## src/rtl/code_lock_controller_pkg.sv

```systemverilog
// Shared constants for the digit code lock: digit width, default parameters,
// FSM state encoding and a small saturating counter helper.
package code_lock_controller_pkg;

  localparam int DIGIT_W = 3;

  localparam int DEF_CODE_LEN       = 4;
  localparam int DEF_OPEN_CYCLES    = 8;
  localparam int DEF_MAX_FAILS      = 3;
  localparam int DEF_LOCKOUT_CYCLES = 16;

  typedef logic [DIGIT_W-1:0] digit_t;
  typedef logic [2:0]         state_t;

  localparam state_t ST_IDLE    = 3'd0;
  localparam state_t ST_ENTER   = 3'd1;
  localparam state_t ST_CHECK   = 3'd2;
  localparam state_t ST_OPEN    = 3'd3;
  localparam state_t ST_PROG    = 3'd4;
  localparam state_t ST_LOCKOUT = 3'd5;

  // Failure counter increment that holds at its maximum instead of wrapping.
  function automatic logic [1:0] sat_inc2(input logic [1:0] value);
    return (value == 2'd3) ? value : value + 2'd1;
  endfunction

endpackage

```

## src/rtl/code_lock_controller_if.sv

```systemverilog
// Keypad-side signal bundle of the code lock; master drives digits and
// controls, slave (the lock) returns status and its FSM state for debug.
interface code_lock_controller_if;
  import code_lock_controller_pkg::*;

  // Handshake: digit_valid is a one-cycle strobe. A digit transfers on a rising
  // edge where digit_valid && ready; with ready low the strobe is dropped and
  // has no effect. There is no backpressure queue: the keypad never retries.
  digit_t     digit_in;
  logic       digit_valid;
  logic       clear;
  logic       prog_mode;
  logic       ready;
  logic       unlock;
  logic       alarm;
  logic [1:0] fail_count;
  state_t     fsm_state;

  modport master (
    output digit_in, digit_valid, clear, prog_mode,
    input  ready, unlock, alarm, fail_count, fsm_state
  );

  modport slave (
    input  digit_in, digit_valid, clear, prog_mode,
    output ready, unlock, alarm, fail_count, fsm_state
  );

endinterface

```

## src/rtl/code_lock_controller_comparador.sv

```systemverilog
// Combinational bitwise equality of two 3-bit digits; the lock owns exactly
// one of these and shares it across every digit position.
module comparador_digito_3bits
  import code_lock_controller_pkg::*;
(
  input  digit_t a,
  input  digit_t b,
  output logic   eq
);

  assign eq = (a == b);

endmodule

```

## src/rtl/code_lock_controller.sv

```systemverilog
// Digit code lock: collects CODE_LEN digits, opens on a match, counts failed
// attempts into a timed lockout, and allows reprogramming while open.
module code_lock_controller
  import code_lock_controller_pkg::*;
#(
  parameter int CODE_LEN       = DEF_CODE_LEN,
  parameter int OPEN_CYCLES    = DEF_OPEN_CYCLES,
  parameter int MAX_FAILS      = DEF_MAX_FAILS,
  parameter int LOCKOUT_CYCLES = DEF_LOCKOUT_CYCLES
)
(
  input  logic                   clk,
  input  logic                   rst_n,
  code_lock_controller_if.slave  lock_if
);

  localparam int IDX_W   = (CODE_LEN > 1) ? $clog2(CODE_LEN) : 1;
  localparam int TMR_MAX = (OPEN_CYCLES > LOCKOUT_CYCLES) ? OPEN_CYCLES : LOCKOUT_CYCLES;
  localparam int TMR_W   = $clog2(TMR_MAX + 1);

  localparam logic [IDX_W-1:0] LAST_IDX   = IDX_W'(CODE_LEN - 1);
  localparam logic [IDX_W-1:0] IDX_ONE    = IDX_W'(1);
  localparam logic [TMR_W-1:0] OPEN_LOAD  = TMR_W'(OPEN_CYCLES);
  localparam logic [TMR_W-1:0] LOCK_LOAD  = TMR_W'(LOCKOUT_CYCLES);
  localparam logic [TMR_W-1:0] TMR_ONE    = TMR_W'(1);
  localparam logic [1:0]       FAIL_LIMIT = 2'(MAX_FAILS);

  state_t                             state;
  state_t                             state_nxt;
  logic   [IDX_W-1:0]                 idx;
  logic   [TMR_W-1:0]                 timer;
  logic                               mismatch;
  logic   [1:0]                       fail_count;
  logic   [CODE_LEN-1:0][DIGIT_W-1:0] stored;

  logic       digit_eq;
  logic       at_last;
  logic [1:0] fail_inc;
  logic       ready_c;
  logic       unlock_nxt;
  logic       alarm_nxt;
  logic       unlock_q;
  logic       alarm_q;

  comparador_digito_3bits u_cmp (
    .a  (lock_if.digit_in),
    .b  (stored[idx]),
    .eq (digit_eq)
  );

  assign at_last  = (idx == LAST_IDX);
  assign fail_inc = sat_inc2(fail_count);

  // State register; unlock/alarm are registered copies of the output decode.
  always_ff @(posedge clk or negedge rst_n) begin
    if (!rst_n) begin
      state    <= ST_IDLE;
      unlock_q <= 1'b0;
      alarm_q  <= 1'b0;
    end else begin
      state    <= state_nxt;
      unlock_q <= unlock_nxt;
      alarm_q  <= alarm_nxt;
    end
  end

  always_comb begin
    state_nxt = state;
    case (state)
      ST_IDLE: begin
        if (!lock_if.clear && lock_if.digit_valid) state_nxt = ST_ENTER;
      end
      ST_ENTER: begin
        if (lock_if.clear)                        state_nxt = ST_IDLE;
        else if (lock_if.digit_valid && at_last)  state_nxt = ST_CHECK;
      end
      ST_CHECK: begin
        if (!mismatch)                    state_nxt = ST_OPEN;
        else if (fail_inc == FAIL_LIMIT)  state_nxt = ST_LOCKOUT;
        else                              state_nxt = ST_IDLE;
      end
      ST_OPEN: begin
        if (lock_if.prog_mode)   state_nxt = ST_PROG;
        else if (timer == '0)    state_nxt = ST_IDLE;
      end
      ST_PROG: begin
        if (lock_if.digit_valid && at_last) state_nxt = ST_IDLE;
      end
      ST_LOCKOUT: begin
        if (timer == '0) state_nxt = ST_IDLE;
      end
      default: state_nxt = ST_IDLE;
    endcase
  end

  // The timer is loaded in CHECK, so unlock/alarm follow one edge after the
  // state change and stay high for exactly the programmed number of cycles.
  always_comb begin
    ready_c    = (state == ST_IDLE) || (state == ST_ENTER) || (state == ST_PROG);
    unlock_nxt = (state == ST_OPEN) && !lock_if.prog_mode && (timer != '0);
    alarm_nxt  = (state == ST_LOCKOUT) && (timer != '0);
  end

  always_ff @(posedge clk or negedge rst_n) begin
    if (!rst_n) begin
      idx        <= '0;
      timer      <= '0;
      mismatch   <= 1'b0;
      fail_count <= 2'd0;
      stored     <= '0;
    end else begin
      case (state)
        ST_IDLE: begin
          if (lock_if.clear) begin
            idx      <= '0;
            mismatch <= 1'b0;
          end else if (lock_if.digit_valid) begin
            idx      <= IDX_ONE;
            mismatch <= !digit_eq;
          end
        end
        ST_ENTER: begin
          if (lock_if.clear) begin
            idx      <= '0;
            mismatch <= 1'b0;
          end else if (lock_if.digit_valid) begin
            mismatch <= mismatch | !digit_eq;
            idx      <= at_last ? '0 : idx + IDX_ONE;
          end
        end
        ST_CHECK: begin
          mismatch <= 1'b0;
          if (!mismatch) begin
            fail_count <= 2'd0;
            timer      <= OPEN_LOAD;
          end else begin
            fail_count <= fail_inc;
            if (fail_inc == FAIL_LIMIT) timer <= LOCK_LOAD;
          end
        end
        ST_OPEN: begin
          if (lock_if.prog_mode) begin
            idx   <= '0;
            timer <= '0;
          end else if (timer != '0) begin
            timer <= timer - TMR_ONE;
          end
        end
        ST_PROG: begin
          if (lock_if.digit_valid) begin
            stored[idx] <= lock_if.digit_in;
            idx         <= at_last ? '0 : idx + IDX_ONE;
          end
        end
        ST_LOCKOUT: begin
          if (timer != '0) timer      <= timer - TMR_ONE;
          else             fail_count <= 2'd0;
        end
        default: ;
      endcase
    end
  end

  assign lock_if.ready      = ready_c;
  assign lock_if.unlock     = unlock_q;
  assign lock_if.alarm      = alarm_q;
  assign lock_if.fail_count = fail_count;
  assign lock_if.fsm_state  = state;

endmodule

```

## src/flat_wrapper.sv

```systemverilog
// flat-port wrapper written by rule: the top's interface ports become plain ports
module code_lock_controller_flat import code_lock_controller_pkg::*;
#(
  parameter int CODE_LEN       = DEF_CODE_LEN,
  parameter int OPEN_CYCLES    = DEF_OPEN_CYCLES,
  parameter int MAX_FAILS      = DEF_MAX_FAILS,
  parameter int LOCKOUT_CYCLES = DEF_LOCKOUT_CYCLES
)
  (clk, rst_n, lock_if_digit_in, lock_if_digit_valid, lock_if_clear, lock_if_prog_mode, lock_if_ready, lock_if_unlock, lock_if_alarm, lock_if_fail_count, lock_if_fsm_state);
  code_lock_controller_if lock_if_i ();
  input  logic clk;
  input  logic rst_n;
  input wire logic [$bits(lock_if_i.digit_in)-1:0] lock_if_digit_in;
  input wire logic [$bits(lock_if_i.digit_valid)-1:0] lock_if_digit_valid;
  input wire logic [$bits(lock_if_i.clear)-1:0] lock_if_clear;
  input wire logic [$bits(lock_if_i.prog_mode)-1:0] lock_if_prog_mode;
  output wire logic [$bits(lock_if_i.ready)-1:0] lock_if_ready;
  output wire logic [$bits(lock_if_i.unlock)-1:0] lock_if_unlock;
  output wire logic [$bits(lock_if_i.alarm)-1:0] lock_if_alarm;
  output wire logic [$bits(lock_if_i.fail_count)-1:0] lock_if_fail_count;
  output wire logic [$bits(lock_if_i.fsm_state)-1:0] lock_if_fsm_state;
  assign lock_if_i.digit_in = lock_if_digit_in;
  assign lock_if_i.digit_valid = lock_if_digit_valid;
  assign lock_if_i.clear = lock_if_clear;
  assign lock_if_i.prog_mode = lock_if_prog_mode;
  assign lock_if_ready = lock_if_i.ready;
  assign lock_if_unlock = lock_if_i.unlock;
  assign lock_if_alarm = lock_if_i.alarm;
  assign lock_if_fail_count = lock_if_i.fail_count;
  assign lock_if_fsm_state = lock_if_i.fsm_state;
  code_lock_controller #(.CODE_LEN(CODE_LEN), .OPEN_CYCLES(OPEN_CYCLES), .MAX_FAILS(MAX_FAILS), .LOCKOUT_CYCLES(LOCKOUT_CYCLES)) u_core (.clk(clk), .rst_n(rst_n), .lock_if(lock_if_i));
endmodule
```

## config.mk

```make
export PLATFORM = sky130hd
export DESIGN_NAME = code_lock_controller_flat
export DESIGN_NICKNAME = d
export VERILOG_FILES = /design/src/rtl/code_lock_controller_pkg.sv /design/src/rtl/code_lock_controller_if.sv /design/src/rtl/code_lock_controller_comparador.sv /design/src/rtl/code_lock_controller.sv /design/src/flat_wrapper.sv
export SDC_FILE = /design/constraint.sdc
export NUM_CORES = 1
export LEC_CHECK = 0
export ABC_AREA = 1
export CAP_MARGIN = 20
export CORE_MARGIN = 4
export CORE_UTILIZATION = 45
export CTS_CLUSTER_SIZE = 10
export DETAILED_ROUTE_END_ITERATION = 12
export PLACE_DENSITY = 0.7
export SLEW_MARGIN = 20
export SYNTH_ARGS = -nofsm -noshare
export SYNTH_HDL_FRONTEND = slang
export SYNTH_SLANG_ARGS = --single-unit
```

## constraint.sdc

```tcl
create_clock -name clk -period 3.15 [get_ports clk]
set_clock_uncertainty 0.1 [all_clocks]
set_input_delay 0.4725 -clock clk [delete_from_list [all_inputs] [get_ports clk]]
set_output_delay 0.4725 -clock clk [all_outputs]
set_load 0.03 [all_outputs]
```

Word level (Yosys, flattened, before mapping)
Cells that the tools add are included.
- word-level logic and storage cells: 93
- bits of input ports: 8
- register bits after elaboration: 27
- output and inout port bits: 8
- eq/ne operators: 17
- $add $sub $neg: 3
- reduce and logical (&&, ||, !) cells: 24
- bitwise operators: 1
- $lt $le $gt $ge: 2
- mux-type cells: 35
- operators with widths (cell ; count):
    3-bit 2-to-1 mux ; 10
    5-bit 2-to-1 mux ; 4
    2-bit 2-to-1 mux ; 9
    3-bit case mux with 6 select lines ; 1
    5-bit case mux with 3 select lines ; 1
    12-bit bitwise mux ; 1
    3-bit != test (second input constant) ; 3
    3-bit AND reduction ; 3
    2-bit case mux with 4 select lines ; 1
    3-bit binary-select mux with 2-bit select ; 1
    3-bit demux with 2-bit select ; 1
    2-bit equality test (second input constant) ; 3
    3-bit by 2-bit equality test with 1-bit output (second input constant) ; 2
    3-bit equality test (second input constant) ; 2
    1-bit logical AND ; 6
    2-bit AND reduction ; 3
    3-bit nonzero test ; 2
    5-bit logical NOT ; 1
    5-bit nonzero test ; 1
    5-bit by 1-bit subtractor with 5-bit output (second input constant) ; 1
    2-bit by 1-bit adder with 2-bit output (second input constant) ; 2
    1-bit 2-to-1 mux ; 4
    2-bit by 1-bit != test with 1-bit output (second input constant) ; 2
    2-bit != test (second input constant) ; 2
    13 further kinds ; 16

Longest topological paths before layout
Gate-level depths: netlist (run 1).
- word-level depth: 8
- mapped depth: 11
- gate-level depth less buffers: 10

Hierarchy
A second synthesis (run 1) with hierarchy kept.
- cells, all modules: 227
- area, all modules: 1684.1 um^2
- by module, submodules not included (module ; instances ; area an instance (um^2) ; cells an instance ; seq. area each (um^2)):
    code_lock_controller ; 1 ; 1627.8 ; 214 ; 675.6
    comparador_digito_3bits ; 1 ; 56.3 ; 13 ; 0.0

Worst setup path before layout (run 1)
No wires, ideal clock.
- path kind: reg2out
- start: reg u_core.state[0] (netlist: u_core.lock_if.fsm_state[0])
- end: out lock_if_ready
- stages on the path, launching flop included: 3
- setup slack: 1374 ps
- buffers on the path: 1
- data required time: 2577 ps
- data arrival time: 1204 ps
- path through: dfrtp_1 > buf_4 > a21oi_1
- longest elaborated chain between the ends: 3
- elaborated cells between the ends (all ways): 5
- those cells by class: eq/ne: 2; reduce/logical: 3
- RTL lines (item ; line ; RTL):
    from (decl) ; code_lock_controller.sv:28 ; state_t state;
    from (signal assigned) ; code_lock_controller.sv:61 ; state <= state_nxt;
    3-bit by 1-bit equality test with 1-bit output or 3-bit logical NOT (tied branches) ; code_lock_controller.sv:99 ; ready_c = (state == ST_IDLE) || (state == ST_ENTER) || (state == ST_PROG);
    1-bit logical OR ; code_lock_controller.sv:99 ;
    1-bit logical OR (*) ; code_lock_controller.sv:99 ;
    to (decl) ; flat_wrapper.sv:17 ; output wire logic [$bits(lock_if_i.ready)-1:0] lock_if_ready;
Mark *: on every way between the ends. The rest lies on a longest branch, timed or not.

Worst setup path in the final report (run 1)
Ends and elaborated chain as after synthesis.

==> results of run 1 <==
synthesized netlist by cell type (all sizes together):
cell type and instances:
nor3 2, nand3 21, a21boi 4, inv 26
buf 2, nand4 2, o211ai 1, dfrtp 27
nand2 65, a21oi 8, clkinv 1, o2111ai 1
o21ai 9, nor2 24, xnor2 1, ha 5
o21a 10
sequential cells by signal, indices dropped and copies added, names as in the netlist:
name / cells
u_core.timer: 5
u_core.stored: 12
u_core.lock_if.fsm_state: 3
u_core.idx: 2
u_core.lock_if.fail_count: 2
u_core.mismatch: 1
u_core.lock_if.alarm: 1
u_core.lock_if.unlock: 1
how the worst max path moves through the flow:
| stage | start | to | slack (ns) |
|---|---|---|---|
| global route | u_core.lock_if.fsm_state[0] | lock_if_ready | 0.77 |
| CTS | u_core.lock_if.fsm_state[0] | lock_if_ready | 0.84 |
| finish | u_core.lock_if.fsm_state[0] | lock_if_ready | 0.84 |
| global placement | u_core.lock_if.fsm_state[0] | lock_if_ready | 1.23 |
| floorplan | u_core.lock_if.fsm_state[0] | lock_if_ready | 1.37 |
| detailed placement | u_core.lock_if.fsm_state[0] | lock_if_ready | 1.22 |
layout make-up:
cell class | instances | area (um2) | share of cell area
Clock buffer | 3 | 22.5 | 0.0124
Clock inverter | 1 | 5.00 | 0.00275
Inverter | 27 | 101 | 0.0557
Multi-Input combinational cell | 153 | 801 | 0.440
Sequential cell | 27 | 676 | 0.371
Tap cell | 46 | 57.6 | 0.0316
Timing Repair Buffer | 16 | 158 | 0.0866
per-layer routing:
layer  wire, um  vias to the layer above
li1           -                      709
met1       1630                      628
met2       1380                       16
met3        103                        4
met4         36                        0
met5          0                        -
worst max-delay path: stages (launching register included):
cell	delay (ns)
dfrtp_1	0.53
a21oi_1	0.19
clkdlybuf4s50_1	0.68
power by group:
group	leakage, nW	total [mW]	internal [mW]	switching (mW)
combinational	0.515	0.911	0.364	0.547
clock	0.0177	0.154	0.0478	0.107
sequential	0.338	0.646	0.498	0.147
total	0.871	1.71	0.910	0.801
stage by stage:
step	setup WS, ns	std cells	power (mW)	utilization	hold slack, ns
global placement	1.23	269	1.55	0.533	0.369
detailed placement	1.22	269	1.57	0.533	0.380
global route	0.771	273	1.88	0.541	0.415
finish	0.844	273	1.71	0.541	0.381
CTS	0.839	273	1.72	0.541	0.396
floorplan	1.37	209	1.33	-	0.0769
cells by family (layout without fill, tap and decap cells):
group | after synthesis | in the layout | synth area share
simple gates | 114 | 114 | 0.324
flops | 27 | 27 | 0.425
compound gates | 33 | 33 | 0.135
xor+xnor | 1 | 1 | 0.00551
fa+ha+maj | 5 | 5 | 0.0393
buf+inv | 29 | 47 | 0.0716
==> impl_metrics.ini, run 1 <==
[pwr]
ir_worst_vdd_mv = 0.382
power_density_mw_per_mm2 = 940
p_leak_nw = 0.871

[synthesis]
yosysWarnings = 0
synth_nets = 222
synth-seq-area-share = 0.425
synthTopCellsByArea = dfrtp_1 (42%), nand2_1 (15%), nand3_1 (6.0%)
synth-seq-cells = 27
synthDistinctLibCells = 28
avgSynthCellArea_um2 = 7.61
synth.cell_area_mm2 = 0.00159
yosysTopAreaCell = dfrtp_1
synth_top_area_share = 0.425
synthCells = 209

[clock_tree]
cts_resized = 0
clkTransAtPathRegs_ns = 0.15
numCtsBuffers = 3
cts_root_buf = clkbuf_4
cts-hold-fix-buffers = 0
clkLatencyLatePin_ns = 0.33
clockBufferDepth = 2
cts_setup_buffers = 0
clock_sinks = 27
htree_num_levels = 1
cts_tree = built

[die]
fp.dieH_um = 67.4
start_util = 0.473
core_area_mm2 = 0.00336
dieWidth_um = 67.4
rows = 21
die_area_mm2 = 0.00455
io_pins = 16

[route]
via_per_inst = 4.97
drt_iter0_drc = 80
drt_first_pass_iters = 4
num_vias = 1357
finalWirelength_um = 3150
antenna_left = 0
wl_per_cell_um = 11.5
drc = 0

[timing]
timing.fmax_ghz = 0.434
tns_ns = 0
worst_slew_pin_slew_ns = 0.370
finalSetupViolCount = 0
max-slew-margin-rel = 0.753
hold_viol_final = 0
rsz0062_at_grt = false
timing.final.crit_share = 0.732
drv_slew = 0
fin_crit_ns = 2.31

[critical_path]
criticalPathCategory = reg2out
r2r-end = u_core.idx[1]
end_kind = output pin
timing.rr.start = u_core.idx[0]
cp_data_arrival_time_ns = 1.73
crit_path_max_fanout = 11
crit_required_ns = 2.58
worst-r2r-setup-slack_ns = 1.32
reg2regPathDepth = 5
worstSetupStartpointType = flop

[flow_run]
drv_cap = 0

[global_routing]
grt-ovfl-total = 0
use_met1 = 0.232
grt_pass1_vias = 1215
grt_pass1_wl_um = 5520
grt.busiest_layer = met2
grt_antenna_before_repair = 0
globalRouteMet3Util = 0.0300
use_met2 = 0.233
grt.total_usage = 0.159
grt_max_degree = 28

[status]
outcome = finished clean

[placed_design]
post-dp-hpwl_um = 2350
placed_area_mm2 = 0.00179
gp_congestion = 0.817
io_buffers = 15

[hold_path]
hp-class = in2async

[layout]
n_antenna_cell = 0
fin_nets = 241
design_area_mm2 = 0.00182
fill_cells = 333
syn_to_final_growth_pct = 14.5
final_cell_mix = nand2_1 (64), dfrtp_1 (27), inv_1 (22), nor2_1 (21), nand3_1 (19)
drive_gt1_frac = 0.0793
final_common_cell = nand2_1
(Power assumes the default switching activity.)
==> inputs of run 2 (changes only) <==
--- a/config.mk
+++ b/config.mk
@@ -11,7 +11,7 @@
 export CORE_UTILIZATION = 45
 export CTS_CLUSTER_SIZE = 10
 export DETAILED_ROUTE_END_ITERATION = 12
-export PLACE_DENSITY = 0.7
+export PLACE_DENSITY = 0.73
 export SLEW_MARGIN = 20
 export SYNTH_ARGS = -nofsm -noshare
 export SYNTH_HDL_FRONTEND = slang
==> constraint.sdc (replaced) <==
create_clock -name clk -period 2 [get_ports clk]
set_clock_uncertainty 0.1 [all_clocks]
set_input_delay 0.3 -clock clk [delete_from_list [all_inputs] [get_ports clk]]
set_output_delay 0.3 -clock clk [all_outputs]
set_load 0.03 [all_outputs]
==> run 2 against run 1 <==
Critical path depth down 1. Final area rose by 1.0%. Hold slack worse by 0.14 ns. Via count rose by 2.0%. Register-to-register slack got worse by 1.1 ns. Clock-buffer cell count is the same. Largest cell class unchanged.
==> impl_metrics.ini, run 2 (synthesis results as in run 1) <==
[status]
outcome = finished clean

[placed_design]
post-place-ws_ns = 0.239
placed_area_mm2 = 0.00181
io_buffers = 15
post-dp-hpwl_um = 2440
gp_congestion = 0.869

[clock_tree]
numCtsBuffers = 3
cts-hold-fix-buffers = 0
cts_root_buf = clkbuf_4
htree_num_levels = 1
clkLatencyLatePin_ns = 0.32
cts_tree = built
clockBufferDepth = 2
clock_sinks = 27
clkTransAtPathRegs_ns = 0.15

[layout]
fin_nets = 243
final_common_cell = nand2_1
fill_cells = 342
syn_to_final_growth_pct = 15.7
regMostFlops = u_core.stored
drive_gt1_frac = 0.0873
largest_register_ffs = 12
register_area_um2 = 676
final_cell_mix = nand2_1 (64), dfrtp_1 (27), inv_1 (22), nor2_1 (21), nand3_1 (19)
n_antenna_cell = 0
design_area_mm2 = 0.00184
multi_input_area_um2 = 801

[timing]
timing.final.crit_share = 0.919
drv_slew = 0
hold_viol_final = 0
rsz0062_at_grt = false
timing.fmax_ghz = 0.544
finalSetupViolCount = 0
worst_slack_ns = 0.161
tns_ns = 0
max-slew-margin-rel = 0.763
fin_crit_ns = 1.84
worst_slew_pin_slew_ns = 0.356

[route]
dr_wl_met2_um = 1440
top_layer_used = met4
antenna_left = 0
wl_per_cell_um = 11.8
finalWirelength_um = 3230
drc = 0
drt_iter0_drc = 74
met3_length_um = 92
met1Wirelength_um = 1680
via_per_inst = 5.03
num_vias = 1384
drt_first_pass_iters = 5

[die]
die_area_mm2 = 0.00455
fp.dieH_um = 67.4
rows = 21
io_pins = 16
start_util = 0.473
core_area_mm2 = 0.00336
dieWidth_um = 67.4

[critical_path]
cp_num_buf_inv = 1
worstSetupStartpointType = flop
crit_slowest_cell = clkdlybuf4s50_1
max_stage_delay_ns = 0.69
crit_required_ns = 1.60
criticalPathCategory = reg2out
end_kind = output pin
cp_cell_sequence = clkdlybuf4s50_1
crit_path_max_fanout = 4
cp_data_arrival_time_ns = 1.44
path_delay_family = buffers and inverters

[pwr]
finalPower_mw = 2.73
p_leak_nw = 0.913
power_density_mw_per_mm2 = 1480
ir_worst_vdd_mv = 0.553

[flow_run]
drv_cap = 0

[global_routing]
grt-ovfl-total = 0
grt_pass1_vias = 1283
grt_max_degree = 28
grt_pass1_wl_um = 5680
grt.total_usage = 0.159
grt_antenna_before_repair = 0

[hold_path]
hp-class = in2async
-- run 2: repair_timing --
action	in CTS	in global routing
gates resized for setup	1	2
setup buffers	0	0
endpoints found under the setup margin	1	2
-- run 2: final timing paths --
check / from / end / cells after the start / slack (ns)
min reg2reg: u_core.stored[3] / u_core.stored[3] / 1 / 0.41
min: rst_n / u_core.stored[2] / 2 / 0.24
max in group asynchronous: rst_n / u_core.lock_if.fail_count[1] / 2 / 1.31
max reg2reg: u_core.timer[0] / u_core.lock_if.fsm_state[0] / 9 / 0.20
max: u_core.lock_if.fail_count[1] / lock_if_fail_count[1] / 1 / 0.16
min in group clk: u_core.stored[3] / u_core.stored[3] / 1 / 0.41
-- run 2: layer usage --
layer	GRT usage	vias up
li1	-	713
met1	0.239	646
met2	0.253	23
met3	0.00832	2
met4	0.0329	0
met5	0	-
-- run 2: layout make-up --
type / instances / area share
inverter: 27 / 0.0551
timing repair buffer: 18 / 0.0959
multi-input combinational: 153 / 0.435
tap: 46 / 0.0313
clock buffer: 3 / 0.0122
sequential: 27 / 0.367
clock inverter: 1 / 0.00272
-- run 2: power by group --
group	switching (mW)	internal, mW
clock	0.161	0.0748
combinational	0.932	0.589
sequential	0.185	0.786
-- run 2: per-stage QoR --
step | utilization | instances | hold WS, ns
after floorplan | - | 209 | -0.0956
after global placement | 0.538 | 271 | 0.370
after detailed placement | 0.538 | 271 | 0.379
after CTS | 0.545 | 275 | 0.229
after global routing | 0.547 | 275 | 0.261
final | 0.547 | 275 | 0.236
==> inputs of run 3 (changes only) <==
--- a/config.mk
+++ b/config.mk
@@ -6,7 +6,6 @@
 export NUM_CORES = 1
 export LEC_CHECK = 0
 export ABC_AREA = 1
-export CAP_MARGIN = 20
 export CORE_MARGIN = 4
 export CORE_UTILIZATION = 45
 export CTS_CLUSTER_SIZE = 10
@@ -16,3 +15,4 @@
 export SYNTH_ARGS = -nofsm -noshare
 export SYNTH_HDL_FRONTEND = slang
 export SYNTH_SLANG_ARGS = --single-unit
+export TNS_END_PERCENT = 20
==> results of run 3 <==
No change in the layout: final DEF, timing and power equal those of run 2.
